**config.mk**
```make
export PLATFORM = sky130hd
export DESIGN_NAME = seq_det_param
export DESIGN_NICKNAME = d
export VERILOG_FILES = /design/src/rtl/seq_det_param.sv
export SDC_FILE = /design/constraint.sdc
export NUM_CORES = 1
export LEC_CHECK = 0
export ABC_AREA = 1
export BUFFER_PORTS_ARGS = -buffer_cell sky130_fd_sc_hd__buf_2
export CAP_MARGIN = 20
export CELL_PAD_IN_SITES_DETAIL_PLACEMENT = 0
export CELL_PAD_IN_SITES_GLOBAL_PLACEMENT = 1
export CORE_ASPECT_RATIO = 0.8
export CORE_MARGIN = 2
export CORE_UTILIZATION = 38
export CTS_BUF_LIST = sky130_fd_sc_hd__clkbuf_4 sky130_fd_sc_hd__clkbuf_8
export CTS_CLUSTER_SIZE = 28
export DETAILED_ROUTE_END_ITERATION = 8
export HOLD_SLACK_MARGIN = 0.03
export PLACE_DENSITY = 0.75
export SYNTH_ARGS = -nofsm -noshare
export SYNTH_HDL_FRONTEND = slang
export SYNTH_SLANG_ARGS = --single-unit
```
**constraint.sdc**
```tcl
create_clock -name clk -period 1.2 [get_ports clk]
set_input_delay 0.24 -clock clk [delete_from_list [all_inputs] [get_ports clk]]
set_output_delay 0.24 -clock clk [all_outputs]
set_load 0.01 [all_outputs]
```
**src/rtl/seq_det_param.sv**
```systemverilog
// Multi-channel serial sequence detector: flags each LEN-bit PATTERN occurrence per channel.
// Optional saturating per-channel match counters are built with SEQ_DET_COUNT_EN defined.
module seq_det_param #(
    parameter int unsigned    LEN     = 4,
    parameter logic [LEN-1:0] PATTERN = LEN'(4'b1011),
    parameter int unsigned    CH      = 2,
    parameter int unsigned    CNT_W   = 8
) (
    input  logic                clk,
    input  logic                rst,
    input  logic                in_valid,
    input  logic [CH-1:0]       x,
    input  logic                overlap,
    input  logic                clear,
    output logic [CH-1:0]       z,
    output logic                any_z
`ifdef SEQ_DET_COUNT_EN
    ,
    output logic [CH*CNT_W-1:0] match_cnt
`endif
);

    localparam int unsigned    FW   = $clog2(LEN + 1);
    localparam logic [FW-1:0]  FULL = FW'(LEN);

    logic [LEN-1:0] r_hist [CH];
    logic [FW-1:0]  r_fill [CH];

    logic [LEN-1:0] w_nh        [CH];
    logic [FW-1:0]  w_nf        [CH];
    logic [CH-1:0]  w_m;
    logic [LEN-1:0] w_hist_nxt  [CH];
    logic [FW-1:0]  w_fill_nxt  [CH];
    logic [CH-1:0]  w_z_nxt;

    // Candidate history/fill after accepting this cycle's bit, and the match condition
    always_comb begin
        for (int k = 0; k < CH; k++) begin
            w_nh[k] = {r_hist[k][LEN-2:0], x[k]};
            w_nf[k] = (r_fill[k] == FULL) ? FULL : r_fill[k] + FW'(1);
            w_m[k]  = (w_nf[k] == FULL) && (w_nh[k] == PATTERN);
        end
    end

    // Next-state: fill is the per-channel FSM state (FILL_k, HUNT when full)
    always_comb begin
        w_z_nxt = '0;
        for (int k = 0; k < CH; k++) begin
            w_hist_nxt[k] = r_hist[k];
            w_fill_nxt[k] = r_fill[k];
            if (clear) begin
                w_hist_nxt[k] = '0;
                w_fill_nxt[k] = '0;
            end else if (in_valid) begin
                w_z_nxt[k] = w_m[k];
                if (w_m[k] && !overlap) begin
                    w_hist_nxt[k] = '0;
                    w_fill_nxt[k] = '0;
                end else begin
                    w_hist_nxt[k] = w_nh[k];
                    w_fill_nxt[k] = w_nf[k];
                end
            end
        end
    end

    always_ff @(posedge clk or negedge rst) begin
        if (!rst) begin
            for (int k = 0; k < CH; k++) begin
                r_hist[k] <= '0;
                r_fill[k] <= '0;
            end
            z     <= '0;
            any_z <= 1'b0;
        end else begin
            for (int k = 0; k < CH; k++) begin
                r_hist[k] <= w_hist_nxt[k];
                r_fill[k] <= w_fill_nxt[k];
            end
            z     <= w_z_nxt;
            any_z <= |w_z_nxt;
        end
    end

`ifdef SEQ_DET_COUNT_EN
    logic [CNT_W-1:0] r_cnt     [CH];
    logic [CNT_W-1:0] w_cnt_nxt [CH];

    // Saturating match counters, flushed together with the history
    always_comb begin
        for (int k = 0; k < CH; k++) begin
            w_cnt_nxt[k] = r_cnt[k];
            if (clear) begin
                w_cnt_nxt[k] = '0;
            end else if (in_valid && w_m[k] && (r_cnt[k] != {CNT_W{1'b1}})) begin
                w_cnt_nxt[k] = r_cnt[k] + CNT_W'(1);
            end
        end
    end

    always_ff @(posedge clk or negedge rst) begin
        if (!rst) begin
            for (int k = 0; k < CH; k++) begin
                r_cnt[k] <= '0;
            end
        end else begin
            for (int k = 0; k < CH; k++) begin
                r_cnt[k] <= w_cnt_nxt[k];
            end
        end
    end

    for (genvar g = 0; g < CH; g++) begin : g_cnt_out
        assign match_cnt[g*CNT_W +: CNT_W] = r_cnt[g];
    end
`endif

endmodule

```
==> impl_metrics.ini <==
[clock_network]
cts-htree-levels = 1
tritoncts = done
tritoncts_num_sinks = 15
later_pin_clock_latency_in_the_skew_report_ns = 0.28
worst_setup_hold_path_clk_slew_ns = 0.09
cts-root-buf = sky130_fd_sc_hd__clkbuf_4
tritoncts.num_buffers = 3
clock_path_buffers = 2

[timing]
slew_viol_final = 0
setup_violations = 8
rsz_0062_raised_after_global_routing = true
fin_crit_sh_pct = 108.7
achievable-frequency_ghz = 0.7665
finalCriticalPeriod_ns = 1.305
hold_slack_ns = 0.2958
timing_hold_violations_final = 0
setup-tns-final_ns = -0.6920
timing_worst_slew_pin_value_ns = 0.3408
final_critical_path_setup_slack_ns = -0.1046
clock-skew-final_ns = 0.001523
worst_slew_margin_rel_pct = 77.28

[cells_and_area]
fin_area_um2 = 1042
nFillCells = 183
multiInputGateArea_um2 = 371.6
final_core_util_pct = 55.09
net_count_final = 137
finalNonFillerCells = 149
sequential_cell_area_um2 = 375.4
insertedDiodeCount = 0
area.growth.synth_to_final_pct = 35.01
layout_cell_share_with_drive_strength_beyond_1_pct = 37.60

[power]
pwr_density_cell_nw_per_um2 = 1005
power_leakage_nw = 0.5551
power.ir.vdd_worst_mv = 0.7117
total_power_mw = 1.047

[place]
dpl-instance-area_um2 = 888.4
io_buffers = 9
placedCellCount = 138
finalWeightedCongestion = 0.7791
pre_cts_slack_ns = -0.1661
hpwlAfterDp_um = 1163

[worst_setup_path]
critical-path-max-stage-delay_ns = 0.41
crit_path_max_fanout = 3
timing.critical_path.max_delay_family = simple AND/OR/NAND/NOR gates
worstSetupStartpointType = flip-flop
timing.critical_path.buf_inv = 2
critical_setup_path_kind = reg -> reg
critical_path_required_ns = 1.38
worstPathCellList = inv_2, ha_4, inv_2, nand2_2, nor2_2, nand4_1, nand2_1, nand2_1
cp.arrival_ns = 1.48
critical_path.slowest_cell = sky130_fd_sc_hd__dfrtp_1
timing.critical_path.to_type = flip-flop

[floorplan]
io_pins = 10
die-width_um = 54.39
starting_density_of_the_core_pct = 40.81
core_um2 = 1892
floorplan.die_area_um2 = 2410
fp-row-count = 14
die_height_um = 44.32

[detailed_routing]
detail-route-antenna-nets = 0
detail_route.wirelength_um = 1639
avgRoutedWirePerCell_um = 11.00
remaining_drc_errors = 0
drt_initial_violations = 12
drt_first_pass_iters = 4
avgViaCountPerCell = 4.463
vias = 665

[synthesis]
synthesis.area_per_instance_um2 = 7.798
synth-async-reset-ratio_pct = 100.0
mappedNetlistArea_um2 = 772.0
yosys_warnings = 0
synth-seq-cells = 15
synth.yosys.seq_area_share_pct = 48.62
postSynthCellCount = 99
synth.lib_cells_used.distinct = 14
synth_edf_count = 0
dominantRegCellSynth = sky130_fd_sc_hd__dfrtp_1
synthesized_netlist_net_count = 110

[global_routing]
initial_antenna_violation_count = 0
gr-usage-all-layers_pct = 16.45
globalRouteOverflowTotal = 0
number_of_global_route_vias_before_repair = 648
grt_pass1_wl_um = 2739
grt_max_degree = 16

[flow_run]
drv_cap = 0

[hold_path]
hold_class = in -> reg

[status]
violations = setup timing
status = complete, but fails checks
[cells in the mapped netlist, types with 2 or more instances]
library cell,number,area (um2)
sky130_fd_sc_hd__nand4_1,2,12.51
sky130_fd_sc_hd__nor2_2,2,12.51
sky130_fd_sc_hd__ha_1,4,50.05
sky130_fd_sc_hd__o22ai_1,4,25.02
sky130_fd_sc_hd__dfrtp_1,15,375.4
sky130_fd_sc_hd__inv_1,21,78.83
sky130_fd_sc_hd__nand3_1,6,30.03
sky130_fd_sc_hd__nor2_1,7,26.28
sky130_fd_sc_hd__o21ai_1,2,10.01
sky130_fd_sc_hd__nand2_1,32,120.1
[worst min-delay path, stage by stage]
cell and delay [ns]:
sky130_fd_sc_hd__buf_2 0.12, sky130_fd_sc_hd__inv_1 0.05, sky130_fd_sc_hd__nor2_1 0.04, sky130_fd_sc_hd__nand2_1 0.05, sky130_fd_sc_hd__nand2_1 0.05
[cell families (layout without fill, tap and decap cells)]
| logic type | count (synthesis) | after routing | synth area share, % |
|---|---|---|---|
| simple gates | 50 | 50 | 27.55 |
| buf+inv | 23 | 49 | 12.16 |
| flops | 15 | 15 | 48.62 |
| compound gates | 7 | 7 | 5.185 |
| fa+ha+maj | 4 | 4 | 6.483 |
[state kept, by name, indices dropped and copies added (netlist names)]
signal,count
r_hist,6
r_fill,6
z,2
any_z,1
[placed cells by master (no fill, tap or decap), drive strengths merged]
master and count:
nand2 32, inv 22, buf 22, dfrtp 15
nor2 10, nand3 6, o22ai 4, ha 4
clkbuf 3, nand4 2, o21ai 2, a21oi 1
clkinv 1, dlygate4sd3 1
[where the power goes]
group	total, mW	leakage [nW]	switching [mW]	internal [mW]
clock	0.281	0.0177	0.158	0.124
sequential	0.542	0.205	0.0160	0.526
combinational	0.224	0.333	0.115	0.109
total	1.05	0.555	0.289	0.758
[layout make-up]
cell class                 instances  share of cell area, %
clock buffer                       3                  2.161
clock inverter                     1                 0.4802
inverter                          22                  8.163
multi-input combinational         61                  35.65
sequential                        15                  36.01
tap                               24                  2.881
timing repair buffer              23                  14.65
[path summary, 6_finish.rpt]
kind                                 from        end  slack, ns  cells past startpoint
worst max-delay path            r_fill[3]  r_hist[4]      -0.10                      8
worst min-delay path                 x[1]  r_hist[0]       0.30                      5
worst max register to register  r_fill[3]  r_hist[4]      -0.10                      8
worst min register to register  r_hist[1]  r_hist[1]       0.48                      2
max in group asynchronous             rst  r_hist[0]       0.57                      2
min in group asynchronous             rst  r_fill[3]       0.38                      2
[what timing repair did]
action                                  in CTS  in global routing
pin swaps                                   13                 15
hold buffers                                 1                  0
resized for setup                           10                  8
endpoints found under the hold margin       15                  0
setup buffers                                5                  1
endpoints found under the setup margin       9                 10
[routing by layer]
layer | global-route usage (%) | vias up | share of wire (%)
met3 | 6.081 | 2 | 2.3
met4 | 5.500 | 0 | 0.67
li1 | - | 354 | -
met5 | 0 | - | 0
met1 | 19.65 | 302 | 48
met2 | 27.23 | 7 | 49
Power figures use the tool's default switching activity.
